==> config.mk <==
export PLATFORM = sky130hd
export DESIGN_NAME = mips_gpio_port
export DESIGN_NICKNAME = d
export VERILOG_FILES = /design/src/rtl/mips_gpio_pkg.sv /design/src/rtl/mips_gpio_port_sync.sv /design/src/rtl/mips_gpio_port.sv
export SDC_FILE = /design/constraint.sdc
export NUM_CORES = 1
export LEC_CHECK = 0
export BUFFER_PORTS_ARGS = -buffer_cell sky130_fd_sc_hd__buf_2
export CELL_PAD_IN_SITES_DETAIL_PLACEMENT = 0
export CELL_PAD_IN_SITES_GLOBAL_PLACEMENT = 2
export CORE_UTILIZATION = 37
export CTS_CLUSTER_DIAMETER = 150
export DETAILED_ROUTE_END_ITERATION = 12
export GPL_ROUTABILITY_DRIVEN = 0
export PLACE_DENSITY_LB_ADDON = 0.1
export SETUP_SLACK_MARGIN = 0.1
export SLEW_MARGIN = 20
export SYNTH_ARGS = -nofsm -noshare
export SYNTH_HDL_FRONTEND = slang
export SYNTH_HIERARCHICAL = 1
export SYNTH_SLANG_ARGS = --single-unit
==> constraint.sdc <==
create_clock -name i_clk -period 3.8 [get_ports i_clk]
set_input_delay 0.76 -clock i_clk [delete_from_list [all_inputs] [get_ports i_clk]]
set_output_delay 0.76 -clock i_clk [all_outputs]
set_load 0.01 [all_outputs]
==> src/rtl/mips_gpio_pkg.sv <==
// Register offsets and edge-mode encodings shared by the GPIO port.
package mips_gpio_pkg;

   localparam logic [4:0] GPIO_DATA_OUT    = 5'h00;
   localparam logic [4:0] GPIO_DATA_IN     = 5'h04;
   localparam logic [4:0] GPIO_EDGE_STATUS = 5'h08;
   localparam logic [4:0] GPIO_IRQ_MASK    = 5'h0C;
   localparam logic [4:0] GPIO_EDGE_MODE   = 5'h10;
   localparam logic [4:0] GPIO_OUT_SET     = 5'h14;
   localparam logic [4:0] GPIO_OUT_CLR     = 5'h18;
   localparam logic [4:0] GPIO_OUT_TOG     = 5'h1C;

   typedef enum logic [1:0] {
      EDGE_RISE = 2'b00,
      EDGE_FALL = 2'b01,
      EDGE_BOTH = 2'b10,
      EDGE_OFF  = 2'b11
   } edge_mode_t;

endpackage

==> src/rtl/mips_gpio_port_sync.sv <==
// Multi-stage input synchroniser; a port_in change reaches o_q after STAGES edges.
// No flow control: samples every clock.
module gpio_sync #(
   parameter int WIDTH  = 8,
   parameter int STAGES = 2
) (
   input  logic             i_clk,
   input  logic             i_reset,
   input  logic [WIDTH-1:0] i_d,
   output logic [WIDTH-1:0] o_q
);

   logic [WIDTH-1:0] r_stage [STAGES];

   always_ff @(posedge i_clk or negedge i_reset) begin
      if (!i_reset) begin
         for (int i = 0; i < STAGES; i++) r_stage[i] <= '0;
      end else begin
         r_stage[0] <= i_d;
         for (int i = 1; i < STAGES; i++) r_stage[i] <= r_stage[i-1];
      end
   end

   assign o_q = r_stage[STAGES-1];

endmodule

==> src/rtl/mips_gpio_port.sv <==
// Memory-mapped GPIO: output register with set/clr/toggle, synchronised inputs, edge status, maskable irq.
// Writes take effect at the selecting edge; reads are combinational; the bus never stalls.
module mips_gpio_port
   import mips_gpio_pkg::*;
#(
   parameter int                   IN_WIDTH    = 8,
   parameter int                   OUT_WIDTH   = 32,
   parameter logic [31:0]          BASE_ADDR   = 32'h1001_0020,
   parameter int                   SYNC_STAGES = 2,
   parameter logic [OUT_WIDTH-1:0] RESET_OUT   = '0
) (
   input  logic                 i_clk,
   input  logic                 i_reset,
   input  logic                 i_mem_write,
   input  logic                 i_mem_read,
   input  logic [31:0]          i_address,
   input  logic [31:0]          i_write_data,
   output logic [31:0]          o_read_data,
   input  logic [IN_WIDTH-1:0]  i_port_in,
   output logic [OUT_WIDTH-1:0] o_port_out,
   output logic                 o_irq
);

   localparam logic [2:0] ARM_MAX = 3'(SYNC_STAGES + 1);

   logic                 w_sel;
   logic                 w_wr;
   logic [4:0]           w_off;
   logic [OUT_WIDTH-1:0] w_wd_out;
   logic [IN_WIDTH-1:0]  w_wd_in;
   logic [IN_WIDTH-1:0]  w_sync;
   logic [IN_WIDTH-1:0]  w_det;
   logic [IN_WIDTH-1:0]  w_w1c;
   logic                 w_armed;

   logic [OUT_WIDTH-1:0] r_out;
   logic [IN_WIDTH-1:0]  r_prev;
   logic [IN_WIDTH-1:0]  r_status;
   logic [IN_WIDTH-1:0]  r_mask;
   edge_mode_t           r_mode;
   logic [2:0]           r_arm;

   assign w_sel    = (i_address[31:5] == BASE_ADDR[31:5]);
   assign w_off    = i_address[4:0] & 5'b11100;
   assign w_wr     = i_mem_write & w_sel;
   assign w_wd_out = i_write_data[OUT_WIDTH-1:0];
   assign w_wd_in  = i_write_data[IN_WIDTH-1:0];
   assign w_w1c    = (w_wr && (w_off == GPIO_EDGE_STATUS)) ? w_wd_in : '0;
   assign w_armed  = (r_arm == ARM_MAX);

   gpio_sync #(
      .WIDTH  (IN_WIDTH),
      .STAGES (SYNC_STAGES)
   ) u_sync (
      .i_clk   (i_clk),
      .i_reset (i_reset),
      .i_d     (i_port_in),
      .o_q     (w_sync)
   );

   always_ff @(posedge i_clk or negedge i_reset) begin
      if (!i_reset) begin
         r_out <= RESET_OUT;
      end else if (w_wr) begin
         case (w_off)
            GPIO_DATA_OUT: r_out <= w_wd_out;
            GPIO_OUT_SET:  r_out <= r_out | w_wd_out;
            GPIO_OUT_CLR:  r_out <= r_out & ~w_wd_out;
            GPIO_OUT_TOG:  r_out <= r_out ^ w_wd_out;
            default:       ;
         endcase
      end
   end

   always_ff @(posedge i_clk or negedge i_reset) begin
      if (!i_reset) begin
         r_mask <= '0;
         r_mode <= EDGE_RISE;
      end else if (w_wr) begin
         if (w_off == GPIO_IRQ_MASK)  r_mask <= w_wd_in;
         if (w_off == GPIO_EDGE_MODE) r_mode <= edge_mode_t'(i_write_data[1:0]);
      end
   end

   // Arming holds off detection until the synchroniser and delayed copy hold real samples.
   always_ff @(posedge i_clk or negedge i_reset) begin
      if (!i_reset) begin
         r_arm <= 3'd0;
      end else if (!w_armed) begin
         r_arm <= r_arm + 3'd1;
      end
   end

   always_comb begin
      w_det = '0;
      if (w_armed) begin
         case (r_mode)
            EDGE_RISE: w_det = w_sync & ~r_prev;
            EDGE_FALL: w_det = ~w_sync & r_prev;
            EDGE_BOTH: w_det = w_sync ^ r_prev;
            default:   w_det = '0;
         endcase
      end
   end

   // Set is OR-ed in after the clear so a coincident new edge survives the W1C.
   always_ff @(posedge i_clk or negedge i_reset) begin
      if (!i_reset) begin
         r_prev   <= '0;
         r_status <= '0;
      end else begin
         r_prev   <= w_sync;
         r_status <= (r_status & ~w_w1c) | w_det;
      end
   end

   always_comb begin
      o_read_data = '0;
      if (i_mem_read && w_sel) begin
         case (w_off)
            GPIO_DATA_OUT:    o_read_data[OUT_WIDTH-1:0] = r_out;
            GPIO_DATA_IN:     o_read_data[IN_WIDTH-1:0]  = w_sync;
            GPIO_EDGE_STATUS: o_read_data[IN_WIDTH-1:0]  = r_status;
            GPIO_IRQ_MASK:    o_read_data[IN_WIDTH-1:0]  = r_mask;
            GPIO_EDGE_MODE:   o_read_data[1:0]           = r_mode;
            default:          ;
         endcase
      end
   end

   assign o_port_out = r_out;
   assign o_irq      = |(r_status & r_mask);

endmodule
==> impl_metrics.py <==
metrics = {
    "status": {
        "status": "completed",
    },
    "sta": {
        "worst_slack_ps": 591,
        "final.period_utilization": 0.844,
        "rsz0062_at_grt": "false",
        "setup_tns_ps": 0,
        "skew_ps": 6.29,
        "maxSlewHeadroom": 0.477,
        "maxSlewViolCount": 0,
        "fmax_mhz": 312,
        "layout_min_cycle_time_ps": 3210,
        "setup_viol": 0,
        "hold_viol_final": 0,
        "worst_pin_slew_ps": 785,
    },
    "clock_network": {
        "insertion_delay_ps": 350,
        "post_cts_resized": 0,
        "clk_pin_slew_ps": 60,
        "cts.path.max_buffers": 2,
        "cts_made_buffers": 9,
        "tritoncts": "done",
        "post_cts_buffers": 0,
        "cts_num_sinks": 77,
        "ctsHoldBuffers": 0,
        "clock-root-buffer": "clkbuf_16",
        "cts.htree.levels": 3,
    },
    "drt": {
        "drt_first_pass_iters": 4,
        "drt-wirelength-per-cell_um": 17.6,
        "drc": 0,
        "drt_iter0_drc": 186,
        "drt_wl_total_um": 15900,
        "via_count": 4727,
        "via_per_inst": 5.21,
        "drtAntennaViolNets": 0,
    },
    "power_and_ir_drop": {
        "p_clk_frac": 0.435,
        "intPower_w": 0.00140,
        "power.share.combinational": 0.136,
        "irDropWorstVdd_mv": 0.237,
        "p_leak_nw": 3.58,
        "p_seq_frac": 0.428,
        "p_per_area_nw_per_um2": 281,
        "p_sw_frac": 0.286,
        "p_switching_w": 0.000560,
    },
    "synthesis": {
        "synth_edf_count": 0,
        "synthCells": 572,
        "synth_seq_area_share": 0.327,
        "synth_commonest_cells": "112 x inv_1, 82 x ha_1, 77 x dfrtp_1",
        "syn-num-nets": 730,
        "syn_avg_cell_area_um2": 10.3,
        "syn_area_um2": 5890,
        "synth.area.top_cells": "dfrtp_1 33%, ha_1 17%, mux2i_1 9.5%",
        "yosys.area.top_type": "dfrtp_1",
        "ys.flop_type": "dfrtp_1",
        "synth_warnings": 6,
        "synth_cell_types": 42,
        "yosysMostFrequentCell": "inv_1",
        "synth_top_area_share": 0.327,
        "postSynth.asyncResetShare": 1.00,
        "ys_ff_latch": 77,
    },
    "global_route": {
        "overflow": 0,
        "antenna_found_initial": 0,
        "grt_usage": 0.202,
        "grt_pass1_wl_um": 25200,
        "grt_pass1_vias": 4827,
        "grt_max_degree": 54,
    },
    "cells_and_area": {
        "nets": 849,
        "syn_to_final_growth_pct": 18.6,
        "nFillCells": 1513,
        "drive_gt1_frac": 0.293,
        "n_antenna_cell": 0,
    },
    "critical_path": {
        "crit_type": "in -> out",
        "cp.required_ps": 3040,
        "r2r_cells": 3,
        "critPathMaxFanout": 19,
        "worstSetupEndpointType": "output pin",
        "crit_arrival_ps": 2450,
        "start_kind": "primary input",
    },
    "run": {
        "drv_cap": 0,
    },
    "min_path": {
        "hold_class": "reg -> reg",
        "holdPathStages": 0,
    },
    "floorplanning": {
        "die-area_um2": 16400,
        "start_util": 0.383,
        "rows": 45,
        "io_pins": 141,
        "die_w_um": 128,
        "coreArea_um2": 15400,
        "dieHeight_um": 128,
    },
    "placement": {
        "pre_cts_ws_ps": 572,
        "portBuffers": 138,
        "dpl.hpwl_um": 11300,
    },
}
worst max-delay path, stage by stage:
cell	delay, ps
buf_2	100
nor4b_1	270
and4_1	430
nand2_1	110
buf_4	250
nor3_1	330
buf_2	190
path summary, 6_finish.rpt:
check | from | end | slack [ps]
max | i_address[6] | o_read_data[1] | 590
min | u_sync/r_stage[10] | u_sync/o_q[2] | 350
max reg2reg | r_mode[0] | r_status[6] | 2140
min reg2reg | u_sync/r_stage[10] | u_sync/o_q[2] | 350
max in group asynchronous | i_reset | r_status[1] | 2590
min in group asynchronous | i_reset | o_port_out[4] | 490
flip-flops by register name, indices dropped and copies added, names as in the netlist:
| register | cells |
|---|---|
| o_port_out | 32 |
| r_arm | 3 |
| r_mask | 8 |
| r_mode | 2 |
| r_prev | 8 |
| r_status | 8 |
| u_sync/o_q | 8 |
| u_sync/r_stage | 8 |
metrics by stage:
stage | power (W) | cell area, um^2 | utilization | cells | hold slack [ps]
finish | 0.00196 | 6980 | 0.454 | 907 | 349
global route | 0.00206 | 6980 | 0.454 | 907 | 355
CTS | 0.00199 | 6980 | 0.454 | 907 | 350
detailed placement | 0.00112 | 6700 | 0.436 | 891 | 335
global placement | 0.00111 | 6700 | 0.436 | 891 | 333
floorplan | 0.00102 | 5890 | - | 572 | 331
cell families after synthesis:
group / count (synthesis) / synth area share
AO/OA/AOI/OAI: 84 / 0.120
XOR/XNOR: 1 / 0.00149
adder cells (fa/ha/maj): 82 / 0.174
buffers and inverters: 157 / 0.115
flip-flops: 77 / 0.327
multiplexers: 87 / 0.171
AND/OR/NAND/NOR: 84 / 0.0901
power by group through the flow:
stage / logic, W / registers (W) / clock network, W
finish: 0.000267 / 0.000840 / 0.000854
global route: 0.000302 / 0.000841 / 0.000913
CTS: 0.000271 / 0.000840 / 0.000877
detailed placement: 0.000269 / 0.000856 / 0
global placement: 0.000258 / 0.000855 / 0
floorplan: 0.000167 / 0.000851 / 0
area by class of cell:
type                    instances  area (um^2)  share of cell area
well taps                     211          264              0.0378
repair buffers                153          806               0.115
inverters                     112          420              0.0602
clock inverters                 6         53.8             0.00770
clock buffers                  10          229              0.0328
multi-input cells             338         3280               0.470
flip-flops and latches         77         1930               0.276
per-layer routing:
layer	vias up	global-route usage	routed length, um
li1	2256	-	-
met1	2340	0.265	7550
met4	0	0.0519	120
met5	-	0	0
met2	121	0.341	7530
met3	10	0.0388	739
placed cells by master, fill, tap and decap left out, types with 9 or more instances in the layout:
cell,netlist,final
buf_4,11,16
inv_1,112,112
mux2i_1,56,56
nor3_1,27,27
buf_2,8,137
mux2_4,14,14
dfrtp_1,77,77
nor2b_1,15,14
a32oi_1,16,16
mux2_2,13,13
o221ai_1,32,32
clkbuf_16,0,9
ha_1,82,82
nand3b_1,16,16
No activity file was read; power rests on OpenSTA's default activity.
